--- src/rtl/clk_pkg.sv ---
// Shared definitions for the minutes/seconds timebase: mode encodings and
// wrap limits for the seconds and minutes counters.
package clk_pkg;

    typedef enum logic [1:0] {
        MODE_RUN     = 2'd0,
        MODE_SET_MIN = 2'd1,
        MODE_SET_HR  = 2'd2
    } mode_t;

    localparam logic [7:0] SEC_MAX = 8'd59;
    localparam logic [7:0] MIN_MAX = 8'd59;

    // Increment with explicit wrap at a limit (no modulo operator).
    function automatic logic [7:0] wrap_inc(input logic [7:0] value, input logic [7:0] limit);
        return (value == limit) ? 8'd0 : value + 8'd1;
    endfunction

endpackage

--- src/rtl/clk_prescaler.sv ---
// One-second prescaler: counts 0..CLK_HZ-1 while enabled and flags the
// terminal-count cycle. A clear forces the count back to zero.
module clk_prescaler #(
    parameter int CLK_HZ = 50000000
) (
    input  logic CLK,
    input  logic rst_n,
    input  logic clr,
    input  logic en,
    output logic tick
);

    localparam int CW = (CLK_HZ > 2) ? $clog2(CLK_HZ) : 1;
    localparam logic [CW-1:0] TC = CW'(CLK_HZ - 1);

    logic [CW-1:0] r_cnt;
    logic          w_at_tc;

    assign w_at_tc = (r_cnt == TC);

    // Tick only when the counter really completes a second this cycle.
    assign tick = en && !clr && w_at_tc;

    // Count register: cleared by reset or clr, wraps at terminal count.
    always_ff @(posedge CLK or negedge rst_n) begin
        if (!rst_n) begin
            r_cnt <= '0;
        end else if (clr) begin
            r_cnt <= '0;
        end else if (en) begin
            if (w_at_tc) begin
                r_cnt <= '0;
            end else begin
                r_cnt <= r_cnt + CW'(1);
            end
        end
    end

endmodule

--- src/rtl/clk_timebase_min_sec.sv ---
// Minutes/seconds timebase with a three-state set mode. Seconds and minutes
// advance from the prescaler tick in RUN; in the set states inc_btn bumps
// minutes or emits an hour strobe to the external 24-hour counter.
module clk_timebase_min_sec
    import clk_pkg::*;
#(
    parameter int CLK_HZ = 50000000
) (
    input  logic       CLK,
    input  logic       rst_n,
    input  logic       rst_counters,
    input  logic       set_btn,
    input  logic       inc_btn,
    output logic [7:0] sec,
    output logic [7:0] min,
    output logic       count_up_hr,
    output logic [1:0] mode,
    output logic       sec_tick
);

    mode_t      r_mode;
    logic [7:0] r_sec;
    logic [7:0] r_min;
    logic       r_count_up_hr;
    logic       r_sec_tick;

    mode_t      w_mode_next;
    logic [7:0] w_sec_next;
    logic [7:0] w_min_next;
    logic       w_count_up_hr_next;
    logic       w_sec_tick_next;

    logic       w_tick;
    logic       w_psc_clr;
    logic       w_psc_en;

    // The prescaler only runs in RUN; leaving RUN, any set state and a
    // counter clear all park it at zero so RUN re-entry gets a full second.
    assign w_psc_en  = (r_mode == MODE_RUN);
    assign w_psc_clr = rst_counters || set_btn || (r_mode != MODE_RUN);

    clk_prescaler #(
        .CLK_HZ (CLK_HZ)
    ) u_prescaler (
        .CLK   (CLK),
        .rst_n (rst_n),
        .clr   (w_psc_clr),
        .en    (w_psc_en),
        .tick  (w_tick)
    );

    // State register for mode, counters and the two output strobes.
    always_ff @(posedge CLK or negedge rst_n) begin
        if (!rst_n) begin
            r_mode        <= MODE_RUN;
            r_sec         <= 8'd0;
            r_min         <= 8'd0;
            r_count_up_hr <= 1'b0;
            r_sec_tick    <= 1'b0;
        end else begin
            r_mode        <= w_mode_next;
            r_sec         <= w_sec_next;
            r_min         <= w_min_next;
            r_count_up_hr <= w_count_up_hr_next;
            r_sec_tick    <= w_sec_tick_next;
        end
    end

    // Next-state logic; priority is clear > set_btn > inc_btn > tick.
    always_comb begin
        w_mode_next        = r_mode;
        w_sec_next         = r_sec;
        w_min_next         = r_min;
        w_count_up_hr_next = 1'b0;
        w_sec_tick_next    = 1'b0;

        if (rst_counters) begin
            w_mode_next = MODE_RUN;
            w_sec_next  = 8'd0;
            w_min_next  = 8'd0;
        end else if (set_btn) begin
            case (r_mode)
                MODE_RUN: begin
                    w_mode_next = MODE_SET_MIN;
                    w_sec_next  = 8'd0;
                end
                MODE_SET_MIN: w_mode_next = MODE_SET_HR;
                MODE_SET_HR:  w_mode_next = MODE_RUN;
                default:      w_mode_next = MODE_RUN;
            endcase
        end else if (inc_btn && (r_mode == MODE_SET_MIN)) begin
            w_min_next = wrap_inc(r_min, MIN_MAX);
        end else if (inc_btn && (r_mode == MODE_SET_HR)) begin
            w_count_up_hr_next = 1'b1;
        end else if (w_tick && (r_mode == MODE_RUN)) begin
            // inc_btn in RUN falls through to here and is ignored.
            w_sec_tick_next = 1'b1;
            w_sec_next      = wrap_inc(r_sec, SEC_MAX);
            if (r_sec == SEC_MAX) begin
                w_min_next = wrap_inc(r_min, MIN_MAX);
                if (r_min == MIN_MAX) begin
                    w_count_up_hr_next = 1'b1;
                end
            end
        end
    end

    assign sec         = r_sec;
    assign min         = r_min;
    assign mode        = r_mode;
    assign count_up_hr = r_count_up_hr;
    assign sec_tick    = r_sec_tick;

endmodule
--- config.mk ---
export PLATFORM = sky130hd
export DESIGN_NAME = clk_timebase_min_sec
export DESIGN_NICKNAME = d
export VERILOG_FILES = /design/src/rtl/clk_pkg.sv /design/src/rtl/clk_prescaler.sv /design/src/rtl/clk_timebase_min_sec.sv
export SDC_FILE = /design/constraint.sdc
export NUM_CORES = 1
export LEC_CHECK = 0
export ABC_AREA = 1
export CORE_ASPECT_RATIO = 1.1
export CORE_UTILIZATION = 50
export DETAILED_ROUTE_END_ITERATION = 10
export DONT_BUFFER_PORTS = 1
export PLACE_DENSITY_LB_ADDON = 0.15
export SYNTH_ARGS = -nofsm -noshare
export SYNTH_HDL_FRONTEND = slang
export SYNTH_SLANG_ARGS = --single-unit
--- constraint.sdc ---
create_clock -name CLK -period 1.89 [get_ports CLK]
set_input_delay 0.0945 -clock CLK [delete_from_list [all_inputs] [get_ports CLK]]
set_output_delay 0.0945 -clock CLK [all_outputs]
set_load 0.02 [all_outputs]
==> results of run 1 <==
worst max-delay path, delay by kind of cell, from the launching register on:
family                   cells  cell delay [ns]
adder cells (fa/ha/maj)      1             0.21
AND/OR/NAND/NOR              6             0.73
flip-flops                   1             0.39
AO/OA/AOI/OAI                1             0.28
state kept, by name (all words and copies together) (netlist names):
register,count
count_up_hr,1
mode,2
sec_tick,1
sec,8
min,8
u_prescaler.r_cnt,26
what timing repair did:
item                                   CTS  global route
setup endpoints to repair                0             1
endpoints found under the hold margin   50             0
gates resized for setup                  0             1
hold buffers                             4             0
metal layers:
layer,vias to the layer above,track usage (%)
li1,1293,-
met1,1146,30.2
met2,53,39.7
met3,12,4.52
met4,0,9.22
met5,-,0
cell families after synthesis:
group	count (synthesis)
buffers and inverters	52
AO/OA/AOI/OAI	22
flip-flops	46
AND/OR/NAND/NOR	260
adder cells (fa/ha/maj)	3
XOR/XNOR	12
area by class of cell:
type | count | share of cell area, %
clock buffers | 5 | 2.20
clock inverters | 3 | 1.52
inverters | 51 | 6.13
multi-input cells | 297 | 45.8
flip-flops and latches | 46 | 36.8
well taps | 75 | 3.00
repair buffers | 15 | 4.49
final timing paths:
kind	cells after the start	startpoint	endpoint	slack, ns
hold / removal	3	inc_btn	count_up_hr$_DFF_PN0_	0.02
setup / recovery	8	u_prescaler.r_cnt[0]$_DFFE_PN0P_	sec[7]$_DFFE_PN0P_	0.18
max in group asynchronous	2	rst_n	sec[7]$_DFFE_PN0P_	1.39
min in group asynchronous	2	rst_n	u_prescaler.r_cnt[13]$_DFFE_PN0P_	0.30
hold reg to reg	1	u_prescaler.r_cnt[0]$_DFFE_PN0P_	u_prescaler.r_cnt[0]$_DFFE_PN0P_	0.48
setup reg to reg	8	u_prescaler.r_cnt[0]$_DFFE_PN0P_	sec[7]$_DFFE_PN0P_	0.18
power by group:
part	leakage (nW)	internal, mW	switching, mW
clock	0.0591	0.403	0.358
combinational	0.686	0.0502	0.108
sequential	0.638	1.00	0.0301
total	1.38	1.45	0.496
metrics by stage:
step,setup slack (ns),total power [mW],std cells
2_1_floorplan,0.266,1.14,395
3_3_place_gp,0.209,1.18,480
3_5_place_dp,0.185,1.18,480
4_1_cts,0.164,1.98,492
5_1_grt,0.00801,2.04,492
6_report,0.181,1.95,492
synth_stat cells (2+ instances only):
master and instances:
a21oi_1 9, inv_1 48, nand2_1 102, o21ai_0 8, nor2_2 3, nand3_1 39, xnor2_1 4, nor3_1 17
nor2_4 4, nand2_2 7, xor2_1 8, inv_2 2, dfrtp_1 46, nand4_1 9, nand3b_1 2, ha_1 3
nor2_1 72, o21ai_1 2
==> flow_metrics.env, run 1 <==
export IMPL_drv_cap=0
export IMPL_wl_met3_um=256
export IMPL_fillers=504
export IMPL_setup_tns_ns=0
export IMPL_via_count=2504
export IMPL_synth_compound_area_share_pct=4.46
export IMPL_status="completed"
export IMPL_post_cts_buffers=0
export IMPL_leakage_nw=1.38
export IMPL_seq_area_um2=1150
export IMPL_synth_edff_count=0
export IMPL_grt_max_degree=47
export IMPL_max_freq_mhz=585
export IMPL_synth_area_um2=2780
export IMPL_hold_path_class="primary input to flip-flop"
export IMPL_vias_per_cell=5.09
export IMPL_cp_common_cell="nand2_1"
export IMPL_wirelength_um=6130
export IMPL_timing_worst_setup_path_type="flip-flop to flip-flop"
export IMPL_synthAdderAreaFrac_pct=1.35
export IMPL_grt_first_pass_wirelength_um=10600
export IMPL_top_layer_used="met4"
export IMPL_synth_warnings=0
export IMPL_cts_tree="built"
export IMPL_synthToLayoutAreaGrowth_pct=12.5
export IMPL_synth_mux_area_share_pct=0
export IMPL_startpoint_type="flip-flop"
export IMPL_slew_viol_final=0
export IMPL_power_density_nw_per_um2=624
export IMPL_cts_buffers_inserted=5
export IMPL_met1_length_um=2700
export IMPL_syn_avg_cell_area_um2=7.03
export IMPL_min_period_ns=1.71
export IMPL_synthArstFlopShare_pct=100
export IMPL_ios=25
export IMPL_syn_nets=403
export IMPL_fin_hold_ws_ns=0.0188
export IMPL_diodes=0
export IMPL_antenna_found_initial=0
export IMPL_netlist_instances=395
export IMPL_cp_required_ns=2.09
export IMPL_synthSimpleGateAreaFrac_pct=41.9
export IMPL_yosysUniqueCellTypes=28
export IMPL_crit_path_top_delay_cell="dfrtp_1"
export IMPL_core_area_um2=5360
export IMPL_nNetsFinal=424
export IMPL_wl_met2_um=3020
export IMPL_synth_top_area_cell="dfrtp_1"
export IMPL_finClkSkew_ns=0.00721
export IMPL_clock_root_buffer="clkbuf_8"
export IMPL_ys_ff_latch=46
export IMPL_cp_max_fo=9
export IMPL_finalCritPeriodShare_pct=90.4
export IMPL_wl_per_cell_um=12.5
export IMPL_postPlaceCellArea_um2=2950
export IMPL_cts_htree_levels=2
export IMPL_drtIter0Drc=136
export IMPL_drive_above_1_share_pct=9.83
export IMPL_start_util_pct=51.8
export IMPL_final_common_cell="nand2_1"
export IMPL_post_route_drc_count=0
export IMPL_grt_overflow=0
export IMPL_slew_headroom_pct=76.6
export IMPL_finalHoldViolCount=0
export IMPL_setup_viol=0
export IMPL_design_area_um2=3120
export IMPL_drtPass1Iterations=4
export IMPL_track_usage_pct=23.8
export IMPL_synth_xor_area_share_pct=3.79
export IMPL_die_area_um2=5860
export IMPL_rsz0062_at_grt="false"
export IMPL_drtAntennaViolNets=0
export IMPL_tightest_slew_ns=0.351
export IMPL_clock_sinks=46
export IMPL_dp_hpwl_um=4620
export IMPL_clock_latency_ns=0.31
export IMPL_grt_pass1_vias=2400
export IMPL_synth_area_leaders="dfrtp_1 (41%), nand2_1 (14%), nor2_1 (9.7%)"
export IMPL_synth_top_area_share_pct=41.5
export IMPL_routabilityCongestion=0.864
export IMPL_synth_seq_area_share_pct=41.5
export IMPL_synth_top_family_by_area="simple AND/OR/NAND/NOR gates"
export IMPL_die_w_um=73.1
export IMPL_fp_dieH_um=80.2
export IMPL_rows=28
export IMPL_path_cells="ha_1, nand3_1, nor2_4, nand2_2, o21ai_4, nand2_4, nand2_1, nand2_1"
export IMPL_ir_worst_vdd_mv=0.316
export IMPL_ys_flop_type="dfrtp_1"
export IMPL_mostFrequentLayoutCells="nand2_1 (102), nor2_1 (71), inv_1 (48)"
export IMPL_utilization_pct=58.3
export IMPL_cts_clk_slew_worst_paths_ns=0.09
export IMPL_endpoint_kind="flip-flop"
export IMPL_slowest_delay_ns=0.39
export IMPL_cts_buffer_depth=2
export IMPL_cp_data_arrival_time_ns=1.91
export IMPL_io_buffer_count=0
export IMPL_multiInputGateArea_um2=1430
Power figures use the tool's default switching activity.
==> inputs of run 2 (changes only) <==
==> constraint.sdc (replaced) <==
create_clock -name CLK -period 1.44 [get_ports CLK]
set_input_delay 0.072 -clock CLK [delete_from_list [all_inputs] [get_ports CLK]]
set_output_delay 0.072 -clock CLK [all_outputs]
set_load 0.02 [all_outputs]
==> run 2 against run 1 <==
  * The run now ends with negative setup slack left
  * Final area grew 24%
  * Total power rose by 33%
  * Die area stayed put
  * Worst hold slack improved by 0.032 ns
  * Flip-flop and latch count is the same
  * Largest cell class unchanged
  * Largest power group unchanged
==> flow_metrics.env, run 2 (synthesis results as in run 1) <==
export IMPL_drtAntennaViolNets=0
export IMPL_clock_sinks=46
export IMPL_slew_viol_final=0
export IMPL_cts_buffer_depth=2
export IMPL_largest_register_ffs=26
export IMPL_synthToLayoutAreaGrowth_pct=39.0
export IMPL_via_count=2806
export IMPL_grt_first_pass_wirelength_um=11900
export IMPL_clock_root_buffer="clkbuf_8"
export IMPL_track_usage_pct=26.1
export IMPL_cp_max_fo=8
export IMPL_ios=25
export IMPL_die_w_um=73.1
export IMPL_finClkSkew_ns=0.00991
export IMPL_drtPass1Iterations=4
export IMPL_cts_buffers_inserted=5
export IMPL_tightest_slew_ns=0.300
export IMPL_ir_worst_vdd_mv=0.444
export IMPL_die_area_um2=5860
export IMPL_max_freq_mhz=678
export IMPL_wirelength_um=7090
export IMPL_routabilityCongestion=0.971
export IMPL_cp_required_ns=1.64
export IMPL_antenna_found_initial=0
export IMPL_drive_above_1_share_pct=33.1
export IMPL_wl_per_cell_um=12.8
export IMPL_hold_path_class="primary input to flip-flop"
export IMPL_finalHoldViolCount=0
export IMPL_post_route_drc_count=0
export IMPL_mostFrequentLayoutCells="nand2_1 (88), buf_4 (69), nor2_1 (56)"
export IMPL_place_inst=530
export IMPL_endpoint_kind="flip-flop"
export IMPL_clock_latency_ns=0.30
export IMPL_grt_pass1_vias=2727
export IMPL_cts_htree_levels=2
export IMPL_setup_ws_ns=-0.0349
export IMPL_status="finished with violations"
export IMPL_core_area_um2=5360
export IMPL_start_util_pct=51.8
export IMPL_diodes=0
export IMPL_fp_dieH_um=80.2
export IMPL_slew_headroom_pct=79.9
export IMPL_setup_viol=12
export IMPL_grt_max_degree=47
export IMPL_path_cells="nor2_1, nand3_2, nor2_4, nand2_2, o21ai_4, nand2_4, nand2_1, nand2_1"
export IMPL_violations="negative setup slack"
export IMPL_rsz0062_at_grt="true"
export IMPL_drv_cap=0
export IMPL_cts_tree="built"
export IMPL_io_buffer_count=0
export IMPL_vias_per_cell=5.06
export IMPL_top_register="u_prescaler.r_cnt"
export IMPL_finalCritPeriodShare_pct=102
export IMPL_startpoint_type="flip-flop"
export IMPL_min_period_ns=1.47
export IMPL_leakage_nw=1.77
export IMPL_nNetsFinal=487
export IMPL_stdcell_count=555
export IMPL_final_common_cell="nand2_1"
export IMPL_cp_common_cell="nand2_1"
export IMPL_fin_total_pwr_mw=2.59
export IMPL_timing_worst_setup_path_type="flip-flop to flip-flop"
export IMPL_cp_data_arrival_time_ns=1.68
export IMPL_rows=28
export IMPL_cts_clk_slew_worst_paths_ns=0.09
export IMPL_crit_path_top_delay_cell="dfrtp_1"
export IMPL_dp_hpwl_um=4870
export IMPL_slowest_delay_ns=0.44
export IMPL_grt_overflow=0
export IMPL_power_density_nw_per_um2=672
export IMPL_drtIter0Drc=105
[run 2: cell count changes in the layout (fill, tap and decap cells not counted), moves of 8 or more]
cell	change
buf_4	+58
nor2_1	-15
nand2_1	-14
nand2_2	+11
nor2_2	+8
nor3_1	-8
[run 2: worst paths after layout]
| path | startpoint | to | slack, ns | cells after the start |
|---|---|---|---|---|
| setup / recovery | u_prescaler.r_cnt[16]$_DFFE_PN0P_ | sec[2]$_DFFE_PN0P_ | -0.03 | 8 |
| hold / removal | set_btn | mode[1]$_DFFE_PN0N_ | 0.05 | 4 |
| setup reg to reg | u_prescaler.r_cnt[16]$_DFFE_PN0P_ | sec[2]$_DFFE_PN0P_ | -0.03 | 8 |
| hold reg to reg | min[1]$_DFFE_PN0P_ | min[1]$_DFFE_PN0P_ | 0.55 | 2 |
| max in group asynchronous | rst_n | u_prescaler.r_cnt[3]$_DFFE_PN0P_ | 0.94 | 2 |
| min in group asynchronous | rst_n | min[5]$_DFFE_PN0P_ | 0.27 | 2 |
[run 2: critical path: cells and delay by family, from the launching register on]
| kind | cells | cell delay (ns) |
|---|---|---|
| AO/OA/AOI/OAI | 1 | 0.20 |
| AND/OR/NAND/NOR | 7 | 0.72 |
| flip-flops | 1 | 0.44 |
[run 2: cell type report]
class,instances,area (µm²)
Clock inverter,2,37.5
Sequential cell,46,1160
Clock buffer,6,72.6
Timing Repair Buffer,78,641
Inverter,51,196
Fill cell,417,1500
Tap cell,75,93.8
Multi-Input combinational cell,297,1660
[run 2: routing by layer]
metal | track usage (%) | share of wire (%) | vias up
met5 | 0 | 0 | -
met4 | 12.0 | 3.2 | 0
met3 | 3.01 | 3.4 | 17
met2 | 45.6 | 50 | 66
met1 | 31.9 | 43 | 1293
li1 | - | - | 1430
[run 2: report_power, final]
group          leakage [nW]  switching (mW)  total [mW]  internal (mW)
clock network        0.0514           0.443       0.961          0.518
registers             0.630          0.0213        1.33           1.31
logic                  1.09           0.184       0.297          0.114
total                  1.77           0.648        2.59           1.95
[run 2: metrics by stage]
step / utilization, % / area (µm²) / setup TNS [ns] / worst slack (ns) / hold WS, ns
floorplan: - / 2840 / -0.118 / -0.0206 / -0.224
global placement: 63.3 / 3390 / -0.607 / -0.0871 / -0.223
detailed placement: 63.3 / 3390 / -1.26 / -0.120 / -0.223
CTS: 69.2 / 3710 / -0.146 / -0.0221 / 0.0450
global route: 72.0 / 3860 / -3.56 / -0.155 / 0.0866
finish: 72.0 / 3860 / -0.288 / -0.0349 / 0.0510
[run 2: what timing repair did]
item	CTS	global route
buffers inserted	9	4
setup endpoints to repair	29	40
cloned	0	0
pin swaps	10	17
hold endpoints to repair	50	0
gates resized for setup	26	41
hold buffers	4	0
==> inputs of run 3 (changes only) <==
--- a/config.mk
+++ b/config.mk
@@ -6,8 +6,10 @@
 export NUM_CORES = 1
 export LEC_CHECK = 0
 export ABC_AREA = 1
+export CELL_PAD_IN_SITES_DETAIL_PLACEMENT = 0
+export CELL_PAD_IN_SITES_GLOBAL_PLACEMENT = 1
 export CORE_ASPECT_RATIO = 1.1
-export CORE_UTILIZATION = 50
+export CORE_UTILIZATION = 41
 export DETAILED_ROUTE_END_ITERATION = 10
 export DONT_BUFFER_PORTS = 1
 export PLACE_DENSITY_LB_ADDON = 0.15
==> run 3 against run 2 <==
  * The run still ends with negative setup slack left
  * Worst setup slack got worse by 0.050 ns
  * Non-clock buffer count increased by 16
  * Flip-flop and latch count stayed put
  * Critical path depth unchanged
  * Critical path type unchanged
==> flow_metrics.env, run 3 (synthesis results as in run 1) <==
export IMPL_status="finished with violations"
export IMPL_violations="negative setup slack"
export IMPL_top_register="u_prescaler.r_cnt"
export IMPL_clock_sinks=46
export IMPL_core_area_um2=6560
export IMPL_wirelength_um=7880
export IMPL_routabilityCongestion=0.886
export IMPL_cts_clk_slew_worst_paths_ns=0.09
export IMPL_vias_per_cell=4.93
export IMPL_wl_met2_um=4070
export IMPL_grt_first_pass_wirelength_um=12600
export IMPL_setup_ws_ns=-0.0846
export IMPL_io_buffer_count=0
export IMPL_timing_worst_setup_path_type="flip-flop to flip-flop"
export IMPL_wl_per_cell_um=13.6
export IMPL_rsz0062_at_grt="true"
export IMPL_min_from="inc_btn"
export IMPL_rr_startpoint="u_prescaler.r_cnt[0]$_DFFE_PN0P_"
export IMPL_final_common_cell="buf_4"
export IMPL_top_layer_used="met4"
export IMPL_post_route_drc_count=0
export IMPL_startpoint="u_prescaler.r_cnt[0]$_DFFE_PN0P_"
export IMPL_fin_total_pwr_mw=2.52
export IMPL_antenna_found_initial=0
export IMPL_wl_met3_um=207
export IMPL_cp_max_fo=3
export IMPL_largest_register_ffs=26
export IMPL_start_util_pct=42.4
export IMPL_slew_viol_final=0
export IMPL_reg2reg_depth=8
export IMPL_cts_buffers_inserted=5
export IMPL_ir_worst_vdd_mv=0.335
export IMPL_die_area_um2=7110
export IMPL_startpoint_type="flip-flop"
export IMPL_cts_tree="built"
export IMPL_r2r_slack_ns=-0.08
export IMPL_leakage_nw=1.93
export IMPL_hold_path_class="primary input to flip-flop"
export IMPL_tightest_slew_ns=0.336
export IMPL_finalCritPeriodShare_pct=106
export IMPL_nNetsFinal=504
export IMPL_drv_cap=0
export IMPL_die_w_um=80.5
export IMPL_drtAntennaViolNets=0
export IMPL_slew_headroom_pct=77.5
export IMPL_clock_root_buffer="clkbuf_8"
export IMPL_endpoint_kind="flip-flop"
export IMPL_drtIter0Drc=73
export IMPL_finClkSkew_ns=0.00792
export IMPL_grt_pass1_vias=2779
export IMPL_max_freq_mhz=656
export IMPL_drive_above_1_share_pct=40.8
export IMPL_setup_viol=24
export IMPL_power_density_nw_per_um2=611
export IMPL_track_usage_pct=23.0
export IMPL_ios=25
export IMPL_utilization_pct=62.9
export IMPL_min_period_ns=1.52
export IMPL_drtPass1Iterations=5
export IMPL_grt_overflow=0
export IMPL_cp_required_ns=1.64
export IMPL_fin_hold_ws_ns=0.0260
export IMPL_dp_slack_ns=-0.148
export IMPL_diodes=0
export IMPL_fp_dieH_um=88.3
export IMPL_met1_length_um=3490
export IMPL_via_count=2855
export IMPL_timing_rr_end="u_prescaler.r_cnt[11]$_DFFE_PN0P_"
export IMPL_rows=31
export IMPL_mostFrequentLayoutCells="buf_4 (79), nand2_1 (76), nor2_1 (52)"
export IMPL_cp_data_arrival_time_ns=1.72
export IMPL_endpoint="u_prescaler.r_cnt[11]$_DFFE_PN0P_"
export IMPL_synthToLayoutAreaGrowth_pct=48.6
export IMPL_cts_buffer_depth=2
export IMPL_finalHoldViolCount=0
export IMPL_clock_latency_ns=0.31
export IMPL_grt_max_degree=47
export IMPL_dp_hpwl_um=5470
export IMPL_cts_htree_levels=2
[run 3: cell count changes in the layout (fill, tap and decap cells not counted), moves of 3 or more]
cell,delta
buf_4,+10
nor2_1,-4
buf_6,+5
nor2_2,+3
nand2_1,-12
nand2_2,+9
nand3_1,-3
nor3_1,-3
inv_1,-3
nand3_2,+3
nand2_4,+3
[run 3: layout make-up]
type,count,area (µm²)
fillers,628,2430
multi-input cells,297,1780
flip-flops and latches,46,1160
repair buffers,94,792
inverters,51,199
well taps,82,103
clock buffers,7,86.3
repair inverters,1,7.51
clock inverters,1,5.00
[run 3: layer usage]
metal	GRT usage [%]	vias to the layer above
met3	3.81	11
met1	28.4	1346
li1	-	1457
met2	40.9	41
met5	0	-
met4	6.98	0
[run 3: what timing repair did]
item                                    in CTS  in global routing
endpoints found under the hold margin       50                  0
buffers inserted                             7                  9
gates resized for setup                     26                 81
pin swaps                                   12                 23
hold buffers                                 4                  0
endpoints found under the setup margin      30                 40
gates cloned                                 0                  1
[run 3: where the power goes]
part           switching (mW)  internal (mW)  leakage, nW
clock network           0.473          0.389       0.0482
logic                   0.202          0.123         1.25
registers              0.0208           1.31        0.632
total                   0.696           1.83         1.93
[run 3: worst min-delay path by stage]
stage | depth (start not counted) | endpoint | slack (ns)
after global routing | 3 | count_up_hr$_DFF_PN0_ | 0.02
after floorplan | 0 | count_up_hr$_DFF_PN0_ | -0.22
after global placement | 0 | min[4]$_DFFE_PN0P_ | -0.22
final | 3 | count_up_hr$_DFF_PN0_ | 0.03
after detailed placement | 0 | min[4]$_DFFE_PN0P_ | -0.22
after CTS | 3 | count_up_hr$_DFF_PN0_ | 0.01
[run 3: through the flow]
step	setup TNS, ns	instances	area, µm²
detailed placement	-1.21	550	3500
floorplan	-0.118	395	2840
finish	-0.775	579	4130
global placement	-0.548	550	3500
global route	-3.59	579	4130
CTS	-0.221	569	3780
[run 3: critical path: stages, from the launching register on]
cell,delay [ns]
dfrtp_1,0.41
buf_6,0.13
inv_4,0.04
nor3_4,0.21
nand2_2,0.14
nor2_4,0.14
nand2_4,0.09
xor2_1,0.19
nor2_1,0.06
